--- src/rtl/ps2_kbd_controller.sv ---
// PS/2 scan-code sequencer: folds E0/F0 prefixes into key events, buffers them in a FWFT FIFO.
// Define PS2_KBD_TIMEOUT_EN to abandon a pending prefix after TIMEOUT_CYC idle cycles.
module ps2_kbd_controller #(
    parameter int DEPTH       = 8,
    parameter int TIMEOUT_CYC = 32000
) (
    input  logic       clk,
    input  logic       rst,
    input  logic       enable,
    input  logic [7:0] rx_data,
    input  logic       rx_valid,
    output logic       rx_enable,
    output logic [9:0] ev_data,
    output logic       ev_empty,
    input  logic       ev_rd,
    output logic [6:0] ev_count,
    output logic [7:0] status_code,
    output logic       status_strobe,
    output logic       overflow,
    input  logic       clr_ovf
);

    localparam int AW = $clog2(DEPTH);

    if (DEPTH < 2 || DEPTH > 64 || (DEPTH & (DEPTH - 1)) != 0 || TIMEOUT_CYC < 2) begin : g_bad_params
        $error("ps2_kbd_controller: illegal DEPTH or TIMEOUT_CYC");
    end

    typedef enum logic [1:0] {IDLE, PRE_E0, PRE_F0, PRE_E0F0} state_t;

    state_t        state_q, state_d;
    logic          rx_valid_q;
    logic          rx_enable_q;
    logic [7:0]    status_code_q, status_code_d;
    logic          status_strobe_q, status_strobe_d;
    logic          overflow_q, overflow_d;
    logic [6:0]    count_q, count_d;
    logic [AW-1:0] wr_ptr_q, rd_ptr_q;
    logic [9:0]    mem_q [DEPTH];

    logic       accept, full, empty, pop, push_req, push_ok, ovf_set, tmo_hit;
    logic [9:0] push_ev;

    assign accept = enable & rx_valid & ~rx_valid_q;
    assign full   = (count_q == 7'(DEPTH));
    assign empty  = (count_q == 7'd0);
    assign pop    = ev_rd & ~empty;

    function automatic logic is_status(input logic [7:0] b);
        case (b)
            8'hAA, 8'hFC, 8'hFA, 8'hEE, 8'hFE, 8'h00, 8'hFF: is_status = 1'b1;
            default:                                         is_status = 1'b0;
        endcase
    endfunction

`ifdef PS2_KBD_TIMEOUT_EN
    localparam int TW = $clog2(TIMEOUT_CYC);
    logic [TW-1:0] tmo_q;

    assign tmo_hit = (state_q != IDLE) && (tmo_q == TW'(TIMEOUT_CYC - 1));

    always_ff @(posedge clk) begin
        if (rst || accept || !enable || state_q == IDLE) begin
            tmo_q <= '0;
        end else if (!tmo_hit) begin
            tmo_q <= tmo_q + 1'b1;
        end
    end
`else
    assign tmo_hit = 1'b0;
`endif

    always_comb begin
        state_d         = state_q;
        push_req        = 1'b0;
        push_ev         = '0;
        status_code_d   = status_code_q;
        status_strobe_d = 1'b0;
        if (!enable) begin
            state_d = IDLE;
        end else if (accept) begin
            case (state_q)
                IDLE: begin
                    if (rx_data == 8'hE0) begin
                        state_d = PRE_E0;
                    end else if (rx_data == 8'hF0) begin
                        state_d = PRE_F0;
                    end else if (is_status(rx_data)) begin
                        status_code_d   = rx_data;
                        status_strobe_d = 1'b1;
                    end else begin
                        push_req = 1'b1;
                        push_ev  = {2'b00, rx_data};
                    end
                end
                PRE_E0: begin
                    if (rx_data == 8'hF0) begin
                        state_d = PRE_E0F0;
                    end else if (rx_data != 8'hE0) begin
                        state_d  = IDLE;
                        push_req = 1'b1;
                        push_ev  = {2'b10, rx_data};
                    end
                end
                PRE_F0: begin
                    state_d  = IDLE;
                    push_req = (rx_data != 8'hE0) && (rx_data != 8'hF0);
                    push_ev  = {2'b01, rx_data};
                end
                default: begin
                    state_d  = IDLE;
                    push_req = (rx_data != 8'hE0) && (rx_data != 8'hF0);
                    push_ev  = {2'b11, rx_data};
                end
            endcase
        end else if (tmo_hit) begin
            state_d = IDLE;
        end
        // An event that cannot be stored abandons whatever sequence was in flight.
        if (push_req && full && !pop) begin
            state_d = IDLE;
        end
    end

    assign push_ok    = push_req & (~full | pop);
    assign ovf_set    = push_req & full & ~pop;
    assign overflow_d = (overflow_q & ~clr_ovf) | ovf_set;

    always_comb begin
        count_d = count_q;
        case ({push_ok, pop})
            2'b10:   count_d = count_q + 7'd1;
            2'b01:   count_d = count_q - 7'd1;
            default: count_d = count_q;
        endcase
    end

    always_ff @(posedge clk) begin
        if (rst) begin
            state_q         <= IDLE;
            rx_valid_q      <= 1'b0;
            rx_enable_q     <= 1'b0;
            status_code_q   <= 8'h00;
            status_strobe_q <= 1'b0;
            overflow_q      <= 1'b0;
            count_q         <= '0;
            wr_ptr_q        <= '0;
            rd_ptr_q        <= '0;
        end else begin
            state_q         <= state_d;
            rx_valid_q      <= rx_valid;
            rx_enable_q     <= enable & ~full;
            status_code_q   <= status_code_d;
            status_strobe_q <= status_strobe_d;
            overflow_q      <= overflow_d;
            count_q         <= count_d;
            if (push_ok) wr_ptr_q <= wr_ptr_q + 1'b1;
            if (pop)     rd_ptr_q <= rd_ptr_q + 1'b1;
        end
    end

    // Storage is never reset; the head is masked to zero while empty.
    always_ff @(posedge clk) begin
        if (push_ok) mem_q[wr_ptr_q] <= push_ev;
    end

    assign rx_enable     = rx_enable_q;
    assign ev_empty      = empty;
    assign ev_data       = empty ? 10'h000 : mem_q[rd_ptr_q];
    assign ev_count      = count_q;
    assign status_code   = status_code_q;
    assign status_strobe = status_strobe_q;
    assign overflow      = overflow_q;

endmodule
--- config.mk ---
export PLATFORM = sky130hd
export DESIGN_NAME = ps2_kbd_controller
export DESIGN_NICKNAME = d
export VERILOG_FILES = /design/src/rtl/ps2_kbd_controller.sv
export SDC_FILE = /design/constraint.sdc
export NUM_CORES = 1
export LEC_CHECK = 0
export CAP_MARGIN = 20
export CORE_MARGIN = 2
export CORE_UTILIZATION = 61
export CTS_CLUSTER_DIAMETER = 100
export DETAILED_ROUTE_END_ITERATION = 12
export PLACE_DENSITY_LB_ADDON = 0.2
export SLEW_MARGIN = 30
export SYNTH_ARGS = -nofsm -noshare
export SYNTH_HDL_FRONTEND = slang
export SYNTH_SLANG_ARGS = --single-unit
--- constraint.sdc ---
create_clock -name clk -period 6.9 [get_ports clk]
set_input_delay 1.38 -clock clk [delete_from_list [all_inputs] [get_ports clk]]
set_output_delay 1.38 -clock clk [all_outputs]
set_load 0.05 [all_outputs]
; Word level (Yosys, flattened, before mapping)
; Memory sizes are Yosys's and may differ from the RTL's. A register that Yosys moved wholly into a read port is not among the register bits.
; Index checks and enable logic that the tools add are counted.
[word_totals]
memories = 1
mem_bits_rw = 80
register_bits = 27
in_bits = 14
[classes]
n_reduce_logical = 13
n_eq_ne = 17
addsub = 4
n_mux = 34
bitwise_logic = 20
[memory_table]
columns = memory, words, width, rd, rd_clocked_by_memory_dff, wr, line_no
row1 = mem_q, 8, 10, 1, 1, 1, 39  ; logic [9:0] mem_q [DEPTH];
[op_table]
columns = op, n
row1 = 8-bit == test (second input constant), 8
row2 = 10-bit two-way mux, 5
row3 = 10-bit case mux with 3 select lines, 1
row4 = 8-bit two-way mux, 3
row5 = 1-bit two-way mux, 16
row6 = 8-bit != test (second input constant), 2
row7 = 7-bit case mux with 2 select lines, 1
row8 = 1-bit NOT, 10
row9 = 1-bit bitwise AND, 8
row10 = 8-bit zero test, 1
row11 = 2-bit two-way mux, 4
row12 = 7-bit by 1-bit adder with 7-bit output (second input constant), 1
row13 = 7-bit by 4-bit == test with 1-bit output (second input constant), 1
row14 = 7-bit zero test, 1
row15 = 7-bit OR reduction, 1
row16 = 7-bit by 1-bit subtractor with 7-bit output (second input constant), 1
row17 = 3-bit by 1-bit adder with 3-bit output (second input constant), 2
row18 = 3-bit two-way mux, 2
row19 = 3-bit != test (second input constant), 2
row20 = 6-bit AND reduction, 1
row21 = 6-bit OR reduction, 1
row22 = 2-bit by 1-bit == test with 1-bit output (second input constant), 2
row23 = 2-bit == test (second input constant), 2
row24 = 2-bit case mux with 2 select lines, 1
row25 = 8 further kinds, 11

; Logic depth before layout (Yosys ltp)
; Gate-level depths: netlist (run 1).
[depth]
depth_word = 17
mapped_depth = 12

; Worst setup path after synthesis (run 1)
; Ideal clock, no wire load.
[synth_path]
path_kind = input to register
start = in rx_data[1]
end = reg count_q[6] (netlist: ev_count[6])
slack_ns = 2.822
setup_ns = 0.121
path_buffers = 0
stages = 12
arrival_ns = 3.957
path_cell_list = or4_1 nand2_2 a31o_2 o21ai_4 inv_4 ha_1 nor2b_1 nor3_1 o21bai_1 a21oi_1 mux2i_4 mux2_4
[synth_via]
elab_chain_cells = 17
elab_cells_between_ends = 32
cone_classes = 12 x eq/ne / 15 x mux / 1 x bitwise / 4 x reduce/logical
[synth_lines]
columns = element, line_no
row1 = start: declaration, 10  ; input logic [7:0] rx_data,
row2 = 8-bit == test / 8-bit zero test (equally long branches), 50  ; case (b)
row3 = 7-bit OR reduction, 50
row4 = 1-bit two-way mux, 50
row5 = 1-bit two-way mux, 86  ; end else if (rx_data == 8'hF0) begin
row6 = 1-bit two-way mux, 84  ; if (rx_data == 8'hE0) begin
row7 = 1-bit two-way mux, 82  ; case (state_q)
row8 = 1-bit two-way mux, 81  ; end else if (accept) begin
row9 = 1-bit two-way mux, 79  ; if (!enable) begin
row10 = 1-bit two-way mux, 88  ; end else if (is_status(rx_data)) begin
row11 = 1-bit two-way mux, 86
row12 = 1-bit two-way mux, 84
row13 = 1-bit case mux with 2 select lines (*), 82
row14 = 1-bit two-way mux (*), 81
row15 = 1-bit two-way mux (*), 79
row16 = 1-bit bitwise AND (*), 125  ; assign push_ok = push_req & (~full | pop);
row17 = 2-bit by 1-bit == test with 1-bit output / 2-bit == test (equally long branches), 131  ; case ({push_ok, pop})
row18 = 7-bit case mux with 2 select lines / 2-bit nonzero test (equally long branches), -
row19 = end signal: assignment, 156  ; count_q <= count_d;
row20 = end: declaration, 37  ; logic [6:0] count_q, count_d;
; Every way passes the cells marked *; elsewhere a longest branch is shown, timed or not. The select of a mux whose other input is x is not followed.
; A chain may end at the register's enable or synchronous reset.

; Worst setup path in the final report (run 1)
[layout_path]
start = in rx_valid
end = reg count_q[6] (netlist: ev_count[6])
[layout_via]
elab_chain_cells = 7
elab_cells_between_ends = 9
cone_classes = 2 x eq/ne / 3 x mux / 3 x bitwise / 1 x reduce/logical
[layout_lines]
columns = element, line_no
row1 = start: declaration, 11  ; input logic rx_valid,
row2 = 1-bit bitwise AND (*) (2 in a row), 44  ; assign accept = enable & rx_valid & ~rx_valid_q;
row3 = 1-bit two-way mux (*), 81
row4 = 1-bit two-way mux (*), 79
row5 = 1-bit bitwise AND (*), 125
row6 = 2-bit by 1-bit == test with 1-bit output / 2-bit == test (equally long branches), 131
row7 = 7-bit case mux with 2 select lines / 2-bit nonzero test (equally long branches), -
; Every way passes the cells marked *; elsewhere a longest branch is shown, timed or not.

==> out/results.tsv, run 1 <==
stage	metric	value	unit
logic_synthesis	ys_ff_latch	110	
cells_and_area	utilization	0.721	
clock_tree	clk_latency	0.37	ns
clock_tree	path_clk_slew	0.10	ns
placement	dp_worst_setup_slack	2.09	ns
grt	grt_pass1_wl	14400	microns
cells_and_area	num_antenna_cells	0	
cells_and_area	n_fill_cell	522	
critical_path	crit_path_end_kind	register	
detailed_routing	wirelength	8880	microns
critical_path	critPathArrivalTime	4.71	ns
placement	io_buffer_count	42	
power	powerDensity	336	mW/mm^2
clock_tree	ctsRootBufferMaster	clkbuf_8	
grt	antenna_found_initial	0	
critical_path	cp_cell_sequence	clkdlybuf4s50_1, nand3b_1, a41o_1, a31o_2, o21ai_4, inv_4, ha_1, nor2b_1, nor3_1, o21bai_1, a21oi_1, mux2i_4, mux2_4	
critical_path	cpPeakStageDelay	0.49	ns
clock_tree	cts_tree	done	
floorplan	core_area	0.00761	sq mm
floorplan	die_height	92.0	microns
logic_synthesis	yosys_warnings	0	
floorplan	top_level_ports	43	
clock_tree	hold_buffers	0	
grt	grt_overflow_total	0	
logic_synthesis	synth_cells	319	
logic_synthesis	synth.avg_cell_area	14.8	sq um
critical_path	cp.required	7.16	ns
sta	setup_viol	0	
cells_and_area	fin_cells	469	
detailed_routing	remaining_drc_errors	0	
sta	fin_worst_skew	0.00856	ns
sta	period_needed	4.45	ns
placement	gp_congestion	0.859	
sta	finalHoldViolations	0	
sta	whs	0.461	ns
grt	grt_pass1_vias	2811	
sta	fin_crit_sh	0.644	
critical_path	slowest_stage	clkdlybuf4s50_1	
logic_synthesis	synth_edf_count	80	
logic_synthesis	synth_seq_area_share	0.635	
logic_synthesis	synthArstFlopShare	0	
cells_and_area	final_area	0.00548	sq mm
cells_and_area	mostFrequentLayoutCells	80 x edfxtp_1, 41 x clkdlybuf4s50_1, 34 x nor2_1	
critical_path	path_class	primary input to register	
hold_path	min_path_type	register to register	
clock_tree	clock-sinks	110	
detailed_routing	vias	2775	
grt	grt_usage	0.230	
sta	fmax	225	MHz
sta	grt_setup_unrepaired	false	
power	vdd_drop_max	0.287	mV
detailed_routing	drt-pass1-iter-count	4	
cells_and_area	area_growth	16.0	%
sta	post-route-worst-setup-slack	2.45	ns
status	status	finished, final reports clean	
detailed_routing	drtIter0Drc	176	
grt	grt_max_degree	26	
sta	tightest_slew	0.842	ns
floorplan	fp.dieW	92.0	microns
clock_tree	cts_setup_buffers	0	
clock_tree	htree_levels	3	
logic_synthesis	synthDistinctLibCells	57	
logic_synthesis	synth_fp_nets	341	
placement	detailedPlacementHpwl	5910	microns
critical_path	startpoint_type	primary input	
logic_synthesis	ys.flop_type	edfxtp_1	
cells_and_area	nets	384	
floorplan	rows	32	
clock_tree	cts_buffers	9	
sta	maxSlewHeadroom	0.434	
clock_tree	cts_resized	0	
detailed_routing	avgViaCountPerCell	5.92	
cells_and_area	drive_above_1_share	0.174	
floorplan	start_util	0.622	
clock_tree	clockBufferDepth	2	
critical_path	critPathMaxFanout	14	
sta	drv_slew	0	
detailed_routing	wl_per_cell	18.9	microns
placement	dp.cells	453	
power	finalPower	1.84	mW
power	power_leakage	1.83	nW
floorplan	fp.dieArea	0.00847	sq mm
flow_run	max_cap_viol_count	0	
placement	placed_cell_area	0.00525	sq mm
logic_synthesis	syn_area	0.00473	sq mm
detailed_routing	ant_nets	0	
cells_and_area	final_common_cell	edfxtp_1	
sta	setup_tns	0	ns
-- final timing paths --
kind | slack (ns) | endpoint | depth (start not counted) | start
worst min register to register | 0.46 | status_code[7]$_SDFFE_PP0P_ | 2 | status_code[7]$_SDFFE_PP0P_
worst max-delay path | 2.45 | ev_count[6]$_SDFFE_PP0P_ | 13 | rx_valid
worst min-delay path | 0.46 | status_code[7]$_SDFFE_PP0P_ | 2 | status_code[7]$_SDFFE_PP0P_
worst max register to register | 2.94 | ev_count[6]$_SDFFE_PP0P_ | 12 | ev_count[4]$_SDFFE_PP0P_
-- critical path, delay by kind of cell --
family                   cells  cell delay (ns)
AND/OR/NAND/NOR              3             0.58
multiplexers                 2             0.60
AO/OA/AOI/OAI                5             1.16
buffers and inverters        2             0.62
adder cells (fa/ha/maj)      1             0.35
-- where the power goes --
part,internal (mW),total (mW),switching (mW)
combinational,0.265,0.682,0.417
clock,0.173,0.388,0.216
sequential,0.733,0.773,0.0398
total,1.17,1.84,0.673
-- final cells by class --
type | count | area [sq um] | area share
clock inverters | 7 | 81.3 | 0.0148
well taps | 102 | 128 | 0.0233
inverters | 8 | 32.5 | 0.00593
repair buffers | 43 | 423 | 0.0771
clock buffers | 9 | 124 | 0.0226
flip-flops and latches | 110 | 3000 | 0.548
multi-input cells | 190 | 1690 | 0.308
-- sequential cells by signal, summed over array words and instances (netlist names), named ones only --
| name | count |
|---|---|
| rx_valid_q | 1 |
| overflow | 1 |
| rd_ptr_q | 3 |
| wr_ptr_q | 3 |
| status_strobe | 1 |
| mem_q | 80 |
| state_q | 2 |
| rx_enable | 1 |
| ev_count | 7 |
| status_code | 8 |
-- cell usage after synthesis (all sizes together) (2+ instances only) --
library cell | number | area [sq um]
edfxtp | 80 | 2400
nor2 | 37 | 139
dfxtp | 30 | 601
mux4 | 20 | 450
mux2i | 18 | 193
a21oi | 13 | 76.3
nand2 | 12 | 47.6
and2 | 10 | 65.1
nor3 | 9 | 45.0
inv | 8 | 32.5
o21ai | 8 | 51.3
ha | 7 | 87.6
nand3 | 7 | 35.0
buf | 5 | 40.0
clkbuf | 5 | 18.8
nor4 | 5 | 31.3
nand2b | 3 | 18.8
nand4 | 3 | 18.8
nor2b | 3 | 18.8
or3 | 3 | 18.8
xor2 | 3 | 26.3
and2b | 2 | 16.3
and3b | 2 | 17.5
o2111ai | 2 | 17.5
or2 | 2 | 12.5
or4 | 2 | 15.0
xnor2 | 2 | 17.5
-- metal layers --
| metal | routed length, microns | share of wire | vias to the layer above | track usage |
|---|---|---|---|---|
| li1 | - | - | 1316 | - |
| met1 | 3710 | 0.42 | 1359 | 0.294 |
| met2 | 4620 | 0.52 | 85 | 0.388 |
| met3 | 392 | 0.044 | 15 | 0.0485 |
| met4 | 155 | 0.017 | 0 | 0.0920 |
| met5 | 0 | 0 | - | 0 |
-- logic make-up (layout without fill, tap and decap cells) --
family                   after synthesis  after routing  synth area share
AND/OR/NAND/NOR                      103            103             0.111
multiplexers                          39             39             0.139
buffers and inverters                 19             67            0.0217
flip-flops                           110            110             0.635
AO/OA/AOI/OAI                         34             34            0.0582
adder cells (fa/ha/maj)                9              9            0.0251
XOR/XNOR                               5              5           0.00926
(Power assumes the default switching activity.)
==> run 2, diff against run 1 <==
--- a/config.mk
+++ b/config.mk
@@ -7,7 +7,7 @@
 export LEC_CHECK = 0
 export CAP_MARGIN = 20
 export CORE_MARGIN = 2
-export CORE_UTILIZATION = 61
+export CORE_UTILIZATION = 51
 export CTS_CLUSTER_DIAMETER = 100
 export DETAILED_ROUTE_END_ITERATION = 12
 export PLACE_DENSITY_LB_ADDON = 0.2
==> constraint.sdc (replaced) <==
create_clock -name clk -period 3.9 [get_ports clk]
set_input_delay 0.78 -clock clk [delete_from_list [all_inputs] [get_ports clk]]
set_output_delay 0.78 -clock clk [all_outputs]
set_load 0.05 [all_outputs]
==> out/results.tsv, run 2 (synthesis results as in run 1) <==
stage	metric	value	unit	change
cells_and_area	nets	411		+7.0%
cells_and_area	final_area	0.00563	sq mm	+2.6%
cells_and_area	num_antenna_cells	0		unchanged
placement	detailedPlacementHpwl	5930	microns	+0.29%
critical_path	crit_path_end_kind	register		
clock_tree	clock-sinks	110		unchanged
sta	fmax	279	MHz	
flow_run	max_cap_viol_count	0		unchanged
detailed_routing	vias	2817		+1.5%
critical_path	critPathMaxFanout	10		-4
cells_and_area	area_growth	19.0	%	
placement	io_buffer_count	42		unchanged
floorplan	fp.dieW	100	microns	+9.0%
detailed_routing	remaining_drc_errors	0		unchanged
hold_path	min_path_cells	2		unchanged
clock_tree	cts_resized	0		unchanged
placement	gp_congestion	0.829		-3.4%
cells_and_area	largest_register_ffs	80		unchanged
sta	fin_worst_skew	0.0188	ns	+0.0103 ns
sta	drv_slew	0		unchanged
clock_tree	cts_buffers	9		unchanged
cells_and_area	final_common_cell	edfxtp_1		
grt	antenna_found_initial	0		unchanged
power	vdd_drop_max	0.447	mV	+56%
critical_path	r2r_end	ev_count[6]$_SDFFE_PP0P_		
critical_path	path_class	primary input to register		
critical_path	timing.rr.start	ev_count[4]$_SDFFE_PP0P_		
grt	grt_max_degree	26		unchanged
placement	dp_worst_setup_slack	-0.0577	ns	-2.15 ns
floorplan	rows	35		+9.4%
power	power_leakage	1.96	nW	+7.3%
critical_path	rr_worst_depth	12		unchanged
clock_tree	htree_levels	3		unchanged
sta	period_needed	3.58	ns	
sta	tightest_slew	0.719	ns	-0.123 ns
floorplan	core_area	0.00911	sq mm	+20%
clock_tree	path_clk_slew	0.11	ns	about the same
clock_tree	clk_latency	0.37	ns	about the same
detailed_routing	wirelength	8880	microns	about the same
sta	setup_tns	0	ns	unchanged
status	status	finished, final reports clean		
floorplan	fp.dieArea	0.0101	sq mm	+19%
detailed_routing	ant_nets	0		unchanged
detailed_routing	drt-pass1-iter-count	4		unchanged
sta	grt_setup_unrepaired	false		
clock_tree	cts_setup_buffers	0		unchanged
sta	finalHoldViolations	0		unchanged
sta	maxSlewHeadroom	0.520		+0.0852
floorplan	start_util	0.519		-0.102
power	powerDensity	588	mW/mm^2	+75%
critical_path	startpoint_type	primary input		
detailed_routing	wl_per_cell	17.6	microns	-7.1%
clock_tree	clockBufferDepth	2		unchanged
placement	placed_cell_area	0.00543	sq mm	+3.5%
sta	setup_viol	0		unchanged
grt	grt_pass1_vias	2713		-3.5%
floorplan	die_height	100	microns	+9.0%
cells_and_area	regMostFlops	mem_q		
critical_path	cp.required	4.17	ns	-2.99 ns
grt	grt_usage	0.189		-0.0416
clock_tree	cts_tree	done		
cells_and_area	drive_above_1_share	0.208		+0.0337
floorplan	top_level_ports	43		unchanged
clock_tree	ctsRootBufferMaster	clkbuf_8		
cells_and_area	mostFrequentLayoutCells	80 x edfxtp_1, 41 x clkdlybuf4s50_1, 37 x nor2_1		
clock_tree	hold_buffers	0		unchanged
hold_path	min_path_type	register to register		
sta	post-route-worst-setup-slack	0.317	ns	-2.14 ns
detailed_routing	avgViaCountPerCell	5.58		-5.7%
hold_path	worstHoldEndpoint	status_code[7]$_SDFFE_PP0P_		
grt	grt_pass1_wl	14200	microns	-1.6%
detailed_routing	drtIter0Drc	122		-31%
grt	grt_overflow_total	0		unchanged
sta	fin_crit_sh	0.919		
power	finalPower	3.31	mW	+80%
critical_path	critPathArrivalTime	3.85	ns	-0.86 ns
critical_path	r2r_setup_slack	0.54	ns	-2.40 ns
cells_and_area	utilization	0.618		-0.103
hold_path	hold_path_startpoint	status_code[7]$_SDFFE_PP0P_		
run 2: cell count changes in the layout (fill, tap and decap cells not counted), sizes merged:
cell      previous run  this run
clkinvlp             2         1
clkbuf               9        10
buf                  2        29
run 2: per-layer routing:
metal | vias up | track usage | part of all wire | wire length (microns)
met4 | 0 | 0.0506 | 0.0093 | 83
li1 | 1361 | - | - | -
met3 | 5 | 0.0397 | 0.049 | 437
met1 | 1385 | 0.247 | 0.43 | 3840
met2 | 66 | 0.322 | 0.51 | 4520
met5 | - | 0 | 0 | 0
run 2: area by class of cell:
cell class	instances	area (sq um)
clock buffer	10	128
clock inverter	6	68.8
fill	706	3480
inverter	8	32.5
multi-input combinational	190	1630
sequential	110	3000
tap	111	139
timing repair buffer	70	626
run 2: where the power goes:
part	internal (mW)	total (mW)	switching (mW)	leakage [nW]
combinational	0.520	1.28	0.762	0.879
clock	0.302	0.687	0.385	0.0973
sequential	1.30	1.34	0.0439	0.987
total	2.12	3.31	1.19	1.96
run 2: per-stage QoR:
step	hold slack (ns)	instances
6_report	0.468	505
5_1_grt	0.504	505
2_1_floorplan	0.462	319
4_1_cts	0.471	505
3_5_place_dp	0.452	489
3_3_place_gp	0.447	489
run 2: worst max path at each step:
stage | from | end | depth (start not counted)
2_1_floorplan | rx_data[1] | ev_count[6]$_SDFFE_PP0P_ | 12
3_3_place_gp | rx_data[2] | ev_count[6]$_SDFFE_PP0P_ | 12
3_5_place_dp | rx_data[2] | ev_count[6]$_SDFFE_PP0P_ | 12
4_1_cts | rx_data[2] | ev_count[6]$_SDFFE_PP0P_ | 12
5_1_grt | rx_data[2] | ev_count[6]$_SDFFE_PP0P_ | 13
6_report | rx_data[2] | ev_count[6]$_SDFFE_PP0P_ | 12
run 2: critical path, cell delays in order:
cell             delay (ns)
clkdlybuf4s50_1        0.51
nor4_1                 0.59
a31o_2                 0.29
o21ai_4                0.08
inv_4                  0.06
buf_4                  0.15
ha_1                   0.25
o21ai_0                0.18
o21bai_1               0.08
a21oi_1                0.29
mux2i_4                0.29
mux2_4                 0.31
